File: src/rtl/traffic_timing_pkg.sv
// Shared constants and sizing helper for the traffic-light timing generator.
package traffic_timing_pkg;

  localparam int CLK_DIV     = 10;
  localparam int LONG_TICKS  = 25;
  localparam int SHORT_TICKS = 5;

  // Bits needed to hold values 0..n inclusive.
  function automatic int cnt_width(input int n);
    return (n < 1) ? 1 : $clog2(n + 1);
  endfunction

endpackage

File: src/rtl/tt_countdown_timer.sv
// One countdown timer: request edge detect, tick-driven counter, sticky done flag.
module tt_countdown_timer
  import traffic_timing_pkg::*;
#(
  parameter int TICKS = SHORT_TICKS
) (
  input  logic gclk,
  input  logic grst_n,
  input  logic req,
  input  logic tick,
  output logic done
);

  localparam int            CW   = cnt_width(TICKS);
  localparam logic [CW-1:0] LOAD = CW'(TICKS);
  localparam logic [CW-1:0] ONE  = CW'(1);

  logic          req_q;
  logic          req_hist;
  logic          running;
  logic [CW-1:0] cnt;
  logic          start;

  // Start is a rising edge of the registered request; a start overrides a coincident tick.
  assign start = req_q & ~req_hist;

  always_ff @(posedge gclk or negedge grst_n) begin
    if (!grst_n) begin
      req_q    <= 1'b0;
      req_hist <= 1'b0;
      running  <= 1'b0;
      cnt      <= '0;
      done     <= 1'b0;
    end else begin
      req_q    <= req;
      req_hist <= req_q;
      if (start) begin
        cnt     <= LOAD;
        running <= 1'b1;
        done    <= 1'b0;
      end else if (tick && running) begin
        if (cnt == ONE) begin
          cnt     <= '0;
          running <= 1'b0;
          done    <= 1'b1;
        end else begin
          cnt <= cnt - ONE;
        end
      end
    end
  end

endmodule

File: src/rtl/traffic_timing_circuit.sv
// Timing generator: free-running clock divider plus long and short countdown timers.
module traffic_timing_circuit
  import traffic_timing_pkg::*;
#(
  parameter int P_CLK_DIV     = CLK_DIV,
  parameter int P_LONG_TICKS  = LONG_TICKS,
  parameter int P_SHORT_TICKS = SHORT_TICKS
) (
  input  logic i_clk,
  input  logic i_reset,
  input  logic i_Long_time,
  input  logic i_Short_time,
  output logic o_long_timer,
  output logic o_short_timer,
  output logic o_clk
);

  localparam int            DW       = cnt_width(P_CLK_DIV - 1);
  localparam logic [DW-1:0] DIV_LAST = DW'(P_CLK_DIV - 1);
  localparam logic [DW-1:0] DIV_HALF = DW'(P_CLK_DIV / 2);

  logic [DW-1:0] div_cnt;
  logic [DW-1:0] div_nxt;
  logic          tick;

  assign tick    = (div_cnt == DIV_LAST);
  assign div_nxt = tick ? '0 : div_cnt + DW'(1);

  // o_clk is decoded from the next count so it lines up with div_cnt after the edge.
  always_ff @(posedge i_clk or negedge i_reset) begin
    if (!i_reset) begin
      div_cnt <= '0;
      o_clk   <= 1'b0;
    end else begin
      div_cnt <= div_nxt;
      o_clk   <= (div_nxt >= DIV_HALF);
    end
  end

  tt_countdown_timer #(.TICKS(P_LONG_TICKS)) u_long (
    .gclk   (i_clk),
    .grst_n (i_reset),
    .req    (i_Long_time),
    .tick   (tick),
    .done   (o_long_timer)
  );

  tt_countdown_timer #(.TICKS(P_SHORT_TICKS)) u_short (
    .gclk   (i_clk),
    .grst_n (i_reset),
    .req    (i_Short_time),
    .tick   (tick),
    .done   (o_short_timer)
  );

endmodule

File: config.mk
export PLATFORM = sky130hd
export DESIGN_NAME = traffic_timing_circuit
export DESIGN_NICKNAME = d
export VERILOG_FILES = /design/src/rtl/traffic_timing_pkg.sv /design/src/rtl/tt_countdown_timer.sv /design/src/rtl/traffic_timing_circuit.sv
export SDC_FILE = /design/constraint.sdc
export NUM_CORES = 1
export LEC_CHECK = 0
export BUFFER_PORTS_ARGS = -buffer_cell sky130_fd_sc_hd__buf_4
export CORE_MARGIN = 2
export CORE_UTILIZATION = 60
export DETAILED_ROUTE_END_ITERATION = 6
export GPL_ROUTABILITY_DRIVEN = 0
export PLACE_DENSITY = 0.89
export RECOVER_POWER = 100
export SLEW_MARGIN = 20
export SYNTH_ARGS = -nofsm -noshare
export SYNTH_HDL_FRONTEND = slang
export SYNTH_SLANG_ARGS = --single-unit
export TNS_END_PERCENT = 1
File: constraint.sdc
create_clock -name i_clk -period 4.15 [get_ports i_clk]
set_input_delay 0.83 -clock i_clk [delete_from_list [all_inputs] [get_ports i_clk]]
set_output_delay 0.83 -clock i_clk [all_outputs]
set_load 0.01 [all_outputs]
* Yosys cells after proc, flatten, opt, wreduce, memory -nomap -nowiden *
Cells that the tools add are included.

cells by class
  add/subtract/negate cells = 3
  $mul = 0
  div/mod/pow operators = 0
  $lt $le $gt $ge = 1
  equal/unequal tests = 3
  shift operators = 0
  multiplexer cells = 19
  bitwise gates (word level) = 4
  reductions and logical operators = 8

operators by type and width
  cell                                                 count
  two-way mux 5 bit                                    3
  two-way mux 1 bit                                    12
  two-way mux 3 bit                                    3
  nonzero test 2 bit                                   4
  equality test 5 x 1 -> 1 bit, second input constant  1
  subtractor 5 x 1 -> 5 bit, second input constant     1
  adder 4 x 1 -> 4 bit, second input constant          1
  equality test 4 bit, second input constant           1
  >= comparator 4 x 3 -> 1 bit, second input constant  1
  two-way mux 4 bit                                    1
  AND reduction 2 bit                                  2
  equality test 3 x 1 -> 1 bit, second input constant  1
  subtractor 3 x 1 -> 3 bit, second input constant     1
  AND 1 bit                                            2
  logical AND 1 bit                                    2
  inverter 1 bit                                       2

word-level totals
  flip-flop bits (word level) = 21
  bits in latches = 0
  bits in writable memories = 0
  ROM bits = 0
  output and inout bits = 3
  word-level logic and storage cells = 50
  memories kept = 0

* Logic depth before layout (Yosys ltp) *
Gate-level depths: netlist of the first run.

  depth after elaboration = 4
  mapped depth = 6

* Modules after synthesis *
Synthesis of the first run repeated with hierarchy kept, for this count alone.

unflattened totals
  cells, all modules = 82
  area, all modules = 913.4 um^2

by module, submodules not included
  module                         instances  cells an instance  area an instance (um^2)  sequential area each (um^2)
  tt_countdown_timer at u_long   1          36                 396.6                    225.2
  tt_countdown_timer at u_short  1          26                 297.8                    175.2
  traffic_timing_circuit         1          20                 219.0                    125.1

* Least setup slack after synthesis of the first run *
Ideal clock, no wire load.

  path type = register -> register
  start point = register div_cnt[0]
  end point = register u_long.cnt[4]
  arrival time = 1396 ps
  required time = 4026 ps
  slack = 2631 ps
  cell stages (with the launch flop) = 6
  path buffers = 1
  clock period less this slack = 1519 ps
  cells stage by stage = dfrtp_1 ha_1 and4b_1 buf_6 and4_1 a211o_1

on the way
  word-level cells in the longest chain between the ends = 3

ends and longest elaborated chain
  element                       RTL line                      source
  start: declaration            traffic_timing_circuit.sv:22  logic [DW-1:0] div_cnt;
  start signal: assignment      traffic_timing_circuit.sv:35  div_cnt <= div_nxt;
  equality test 4 bit           traffic_timing_circuit.sv:26  assign tick = (div_cnt == DIV_LAST);
  logical AND 1 bit             tt_countdown_timer.sv:41      end else if (tick && running) begin
  nonzero test 2 bit (no line)  n/a
  end signal: assignment        tt_countdown_timer.sv:47      cnt <= cnt - ONE;
  end: declaration              tt_countdown_timer.sv:21      logic [CW-1:0] cnt;

Every way passes these cells.
A chain may end at the register's enable or synchronous reset.

* Worst setup path after layout of the first run *
  start point = register div_cnt[1]
  end point = register u_long.cnt[4]

The elaborated chain is that of the path after synthesis.

==> impl_metrics.csv, run 1 <==
group,metric,value,unit
outcome,status,"completed",
global_route,grt_max_degree,22,
synth,mappedNetlistNets,102,
setup_path,end_kind,"register",
timing,max-slew-margin-rel,28.9,%
route,routed_wl,1430,µm
final_layout,drive_gt1_share,10.2,%
clock_network,root_buffer,"clkbuf_4",
timing,hold_viol_final,0,
global_route,grt_pass1_vias,603,
clock_network,clock-sinks,21,
floorplanning,die_h,45.1,µm
final_layout,nets,110,
clock_network,postCtsSetupRepairBufs,0,
power,power_density,300,mW/mm²
final_layout,utilization,68.6,%
final_layout,fill_cells,117,
synth,syn_avg_cell_area,11.1,µm²
timing,whs,0.394,ns
clock_network,cts_tree,"yes",
final_layout,multi_input_area,424,µm²
timing,finClkSkew,0.00281,ns
floorplanning,fp-row-count,14,
synth,synthDistinctLibCells,31,
clock_network,cts_buffer_depth,2,
timing,worstMarginPinSlew,1.07,ns
global_route,grt_remaining_overflow,0,
route,drc,0,
timing,max_freq,0.602,GHz
synth,yosysTopAreaCell,"dfrtp_1",
route,dr_total_vias,645,
final_layout,layout_commonest_cell,"dfrtp_1",
final_layout,regArea,526,µm²
place,dp_hpwl,1080,µm
route,drt_first_iter_violations,14,
floorplanning,die_area,0.00203,mm²
timing,slew_violations,0,
floorplanning,coreArea,0.00154,mm²
route,vias_per_cell,5.66,
global_route,track_usage,18.1,%
timing,fin_crit_sh,40.0,%
power,power_switching,67.7,µW
worst_hold_path,hold_path_class,"register to register",
setup_path,cp-start-kind,"register",
timing,setup_viol,0,
clock_network,cts_hold_buf,0,
synth,synth-seq-cells,21,
clock_network,cts_buffers,3,
power,vdd_drop_max,0.000218,V
final_layout,syn2layout_area_growth,4.45,%
route,wire_per_inst,12.6,µm
synth,yosysSeqAreaShare,51.9,%
timing,rsz0062_at_grt,"no",
clock_network,clkLatencyLatePin,0.29,ns
clock_network,clkTransAtPathRegs,0.11,ns
floorplanning,num_io_pins,7,
global_route,grt_pass1_wl,2670,µm
power,pwr-share-clk,29.3,%
global_route,antenna_found_initial,0,
setup_path,path_cells,"inv_1, ha_1, and4b_1, nand3_1, a211o_1",
synth,yosysTopAreaCellShare,51.9,%
place,io_buffer_count,6,
setup_path,crit_arrival,1.85,ns
synth,yosysWarnings,0,
power,switching_share,21.3,%
clock_network,h-tree-depth,1,
floorplanning,start_util,65.7,%
final_layout,layout_common_cells,"dfrtp_1, inv_1, nor2_1",
setup_path,cp_slowest_cell,"dfrtp_1",
power,p_leak,0.489,nW
run,maxCapViolations,0,
route,first_pass_iters,4,
synth,syn_area,0.00101,mm²
final_layout,n_antenna_cell,0,
route,ant_nets,0,
setup_path,worstSetupPathType,"register to register",
synth,ys_top_cells_by_area,"dfrtp_1, ha_1, inv_1",
setup_path,worst-path-max-fanout,9,
setup_path,cp_slowest_stage_delay,0.41,ns
power,pwr-share-comb,4.7,%
setup_path,crit_required,4.34,ns
timing,fin_crit,1.66,ns
synth,syn_inst,91,
timing,tns,0,ns
clock_network,cts_resized,0,
floorplanning,die_w,45.1,µm
power,p_seq_share,66.0,%
power,internal_power,250,µW
## metrics by stage
stage          total power, mW  setup WS (ns)  std cells  area (µm²)
2_1_floorplan            0.221           2.63         91        1010
3_3_place_gp             0.229           2.57        110        1050
3_5_place_dp             0.229           2.49        110        1050
4_1_cts                  0.320           2.47        114        1080
5_1_grt                  0.329           2.36        114        1060
6_report                 0.317           2.49        114        1060
## worst paths after layout
| kind | startpoint | endpoint | slack, ns | depth (start not counted) |
|---|---|---|---|---|
| max | div_cnt[1]$_DFF_PN0_ | u_long.cnt[4]$_DFFE_PN0P_ | 2.49 | 5 |
| min | u_short.req_q$_DFF_PN0_ | u_short.req_hist$_DFF_PN0_ | 0.39 | 0 |
| max reg2reg | div_cnt[1]$_DFF_PN0_ | u_long.cnt[4]$_DFFE_PN0P_ | 2.49 | 5 |
| min reg2reg | u_short.req_q$_DFF_PN0_ | u_short.req_hist$_DFF_PN0_ | 0.39 | 0 |
| max in group asynchronous | i_reset | u_short.running$_DFFE_PN0P_ | 2.82 | 1 |
| min in group asynchronous | i_reset | u_short.cnt[1]$_DFFE_PN0P_ | 0.69 | 1 |
## cell type report
| type | count | share of cell area, % |
|---|---|---|
| Inverter | 8 | 2.84 |
| Clock buffer | 3 | 2.13 |
| Timing Repair Buffer | 6 | 2.84 |
| Clock inverter | 1 | 0.473 |
| Sequential cell | 21 | 49.7 |
| Tap cell | 16 | 1.89 |
| Multi-Input combinational cell | 59 | 40.1 |
## cell families after synthesis
| family | after synthesis | synth area share [%] |
|---|---|---|
| DFF | 21 | 51.9 |
| and+or+nand+nor | 34 | 20.1 |
| adders and majority gates | 7 | 8.65 |
| buffers and inverters | 11 | 5.69 |
| xor gates and xnor gates | 1 | 0.865 |
| AOI/OAI and AO/OA | 16 | 11.6 |
| muxes | 1 | 1.11 |
## state kept, by name, summed over array words and instances (netlist names)
| name | cells |
|---|---|
| div_cnt | 4 |
| u_long.req_hist | 1 |
| o_clk | 1 |
| u_long.req_q | 1 |
| u_long.done | 1 |
| u_short.done | 1 |
| u_short.cnt | 3 |
| u_short.req_hist | 1 |
| u_long.running | 1 |
| u_long.cnt | 5 |
| u_short.req_q | 1 |
| u_short.running | 1 |
## critical path: cells and delay by family, from the launching register on
family | cells | cell delay (ns)
fa+ha+maj | 1 | 0.26
simple gates | 2 | 0.50
flops | 1 | 0.41
buf+inv | 1 | 0.08
compound gates | 1 | 0.30
## layer usage
metal  GRT usage (%)  vias up  wire, µm
met5               0        -         0
met4            8.82        0        28
met3            2.40        4        27
met2            25.4        6       635
met1            27.7      305       740
li1                -      330         -
## power by group through the flow
stage               sequential (mW)  combinational (mW)  clock [mW]
CTS                           0.210              0.0160      0.0950
global placement              0.213              0.0155           0
global route                  0.210              0.0175       0.102
finish                        0.209              0.0149      0.0929
detailed placement            0.214              0.0159           0
floorplan                     0.213             0.00810           0
## Yosys cell counts
| cell type | n |
|---|---|
| a211o_1 | 3 |
| a211oi_1 | 2 |
| a21o_1 | 1 |
| a21o_2 | 2 |
| a21oi_1 | 3 |
| a221o_2 | 1 |
| and4_1 | 1 |
| and4b_1 | 1 |
| and4b_2 | 1 |
| buf_2 | 1 |
| buf_6 | 2 |
| dfrtp_1 | 21 |
| ha_1 | 7 |
| inv_1 | 8 |
| mux2_2 | 1 |
| nand2_1 | 5 |
| nand2b_1 | 1 |
| nand3_1 | 3 |
| nand4_1 | 1 |
| nand4b_1 | 3 |
| nor2_1 | 8 |
| nor2b_1 | 4 |
| nor3_1 | 2 |
| nor3b_1 | 1 |
| nor4b_1 | 1 |
| o211ai_1 | 1 |
| o21a_1 | 1 |
| o21ai_0 | 2 |
| or2_2 | 1 |
| or4b_4 | 1 |
| xnor2_1 | 1 |
(Power assumes the default switching activity.)
==> inputs of run 2 (changes only) <==
CORE_UTILIZATION = 57   (was 60)
PLACE_DENSITY = 0.86   (was 0.89)
clock period = 1.6 ns   (was 4.15 ns; I/O delays follow)
==> run 2 against run 1 <==
Against the previous run:
- combinational power rose to 2.8 times the previous value
- largest power group unchanged
- via count rose by 0.78%
- setup slack got worse by 2.4 ns
- sequential power rose to 2.6 times the previous value
- clock skew rose by 0.00098 ns
- largest cell class unchanged
- critical endpoint is now u_long.running$_DFFE_PN0P_
==> impl_metrics.csv, run 2 (same netlist as run 1, synthesis figures left out) <==
group,metric,value,unit
outcome,status,"completed",
power,internal_power,654,µW
global_route,grtUsageMet3,2.35,%
timing,finClkSkew,0.00378,ns
global_route,grt_max_degree,22,
global_route,antenna_found_initial,0,
global_route,grt_remaining_overflow,0,
final_layout,layout_commonest_cell,"dfrtp_1",
setup_path,ff2ff_path_depth,5,
setup_path,worst-path-max-fanout,5,
setup_path,worstSetupPathType,"register to register",
global_route,grt_pass1_vias,609,
global_route,met1_usage,24.1,%
setup_path,path_cells,"inv_1, ha_1, or4b_4, o21ai_0, nand2_1",
floorplanning,coreArea,0.00169,mm²
power,pwr-share-clk,29.9,%
timing,setup_viol,0,
place,dp_slack,0.0236,ns
power,vdd_drop_max,0.000531,V
power,p_leak,0.498,nW
setup_path,crit_arrival,1.72,ns
final_layout,syn2layout_area_growth,7.79,%
power,pwr-share-comb,4.9,%
timing,tns,0,ns
global_route,track_usage,17.0,%
setup_path,cp_slowest_cell,"or4b_4",
floorplanning,die_w,46.1,µm
global_route,grtUsageMet2,26.1,%
route,ant_nets,0,
clock_network,clkLatencyLatePin,0.30,ns
setup_path,reg2reg_slack,0.08,ns
power,power_switching,181,µW
final_layout,largest_reg_flops,5,
final_layout,fill_cells,147,
route,drt_first_iter_violations,6,
final_layout,layout_common_cells,"dfrtp_1, inv_1, nor2_1",
timing,worst_slack,0.0810,ns
setup_path,cp_slowest_stage_delay,0.50,ns
route,dr_total_vias,650,
setup_path,critPathBufInv,1,
floorplanning,start_util,59.9,%
route,vias_per_cell,5.56,
power,power_density,765,mW/mm²
final_layout,nets,112,
route,wire_per_inst,13.8,µm
route,routed_wl,1610,µm
place,io_buffer_count,6,
timing,slew_violations,0,
timing,fin_crit_sh,94.9,%
final_layout,drive_gt1_share,15.0,%
setup_path,crit_required,1.80,ns
clock_network,cts_buffer_depth,2,
final_layout,n_antenna_cell,0,
clock_network,cts_buffers,3,
timing,rsz0062_at_grt,"no",
setup_path,worstReg2RegStart,"u_long.cnt[1]$_DFFE_PN0P_",
setup_path,crit_family,"simple AND/OR/NAND/NOR gates",
setup_path,r2r_end,"u_long.running$_DFFE_PN0P_",
setup_path,cp-start-kind,"register",
run,maxCapViolations,0,
final_layout,reg_top3,"u_long.cnt x5, div_cnt x4, u_short.cnt x3",
timing,fin_crit,1.52,ns
timing,max-slew-margin-rel,66.8,%
worst_hold_path,min-delay-start,"i_Long_time",
worst_hold_path,whs_endpoint,"u_long.req_q$_DFF_PN0_",
timing,worstMarginPinSlew,0.498,ns
power,switching_share,21.7,%
global_route,grt_pass1_wl,2640,µm
worst_hold_path,hold_path_class,"input port to register",
clock_network,h-tree-depth,1,
clock_network,clock-sinks,21,
floorplanning,fp-row-count,15,
floorplanning,die_area,0.00213,mm²
timing,hold_viol_final,0,
clock_network,clkTransAtPathRegs,0.11,ns
final_layout,top_register,"u_long.cnt",
floorplanning,num_io_pins,7,
route,drc,0,
route,first_pass_iters,3,
worst_hold_path,hold_depth,1,
clock_network,postCtsSetupRepairBufs,0,
place,dp_hpwl,1180,µm
power,p_seq_share,65.1,%
floorplanning,die_h,46.1,µm
timing,max_freq,0.658,GHz
global_route,grt.busiest_layer,"met2",
setup_path,end_kind,"register",
clock_network,cts_tree,"yes",
clock_network,root_buffer,"clkbuf_4",
run 2: cell count changes in the layout (fill, tap and decap cells not counted):
cell and delta:
dfrtp_2 +1, dlygate4sd3_1 +1, or4b_4 +1, ha_1 -1, mux2_2 +1, dfrtp_1 -1, clkinv_2 -1, clkbuf_2 +2
ha_4 +1, or4b_1 -1, mux2_1 -1
run 2: layout make-up:
cell class	instances	area, µm²	area share, %
sequential	21	527	48.3
multi-input combinational	59	440	40.4
timing repair buffer	8	46.3	4.24
inverter	8	30.0	2.75
clock buffer	4	26.3	2.41
tap	17	21.3	1.95
run 2: per-layer routing:
layer  wire length (µm)  share of wire, %  up-vias
met5                  0                 0        -
met4                 10              0.62        0
met3                 37               2.3        2
met2                776                48        4
met1                785                49      307
li1                   -                 -      337
run 2: metrics by stage:
| step | power (mW) | instance area, µm² | instances | hold WS [ns] | utilization [%] |
|---|---|---|---|---|---|
| after detailed placement | 0.595 | 1060 | 112 | 0.217 | 62.7 |
| after global routing | 0.867 | 1090 | 117 | 0.127 | 64.6 |
| after CTS | 0.846 | 1090 | 117 | 0.114 | 64.8 |
| after floorplan | 0.574 | 1010 | 91 | 0.0244 | - |
| final | 0.835 | 1090 | 117 | 0.139 | 64.6 |
| after global placement | 0.593 | 1060 | 112 | 0.216 | 62.7 |
run 2: repair_timing:
| item | in CTS | in global routing |
|---|---|---|
| endpoints found under the setup margin | 0 | 5 |
| endpoints found under the hold margin | 21 | 0 |
| gates resized for setup | 0 | 3 |
| hold buffers | 1 | 0 |
run 2: how the worst max path moves through the flow:
stage                     slack, ns                    endpoint                      start  cells past startpoint
final                          0.08  u_long.running$_DFFE_PN0P_  u_long.cnt[1]$_DFFE_PN0P_                      5
after global routing           0.02   u_long.cnt[1]$_DFFE_PN0P_       div_cnt[1]$_DFF_PN0_                      6
after CTS                     0.003             o_clk$_DFF_PN0_       div_cnt[1]$_DFF_PN0_                      5
after detailed placement       0.02             o_clk$_DFF_PN0_       div_cnt[1]$_DFF_PN0_                      5
after global placement         0.08             o_clk$_DFF_PN0_       div_cnt[1]$_DFF_PN0_                      5
after floorplan                0.08   u_long.cnt[4]$_DFFE_PN0P_       div_cnt[0]$_DFF_PN0_                      5
run 2: power by group through the flow:
| stage | logic, mW | registers (mW) | clock network, mW |
|---|---|---|---|
| after global routing | 0.0473 | 0.545 | 0.275 |
| after floorplan | 0.0210 | 0.553 | 0 |
| after CTS | 0.0434 | 0.544 | 0.258 |
| after global placement | 0.0400 | 0.553 | 0 |
| final | 0.0410 | 0.544 | 0.250 |
| after detailed placement | 0.0410 | 0.554 | 0 |
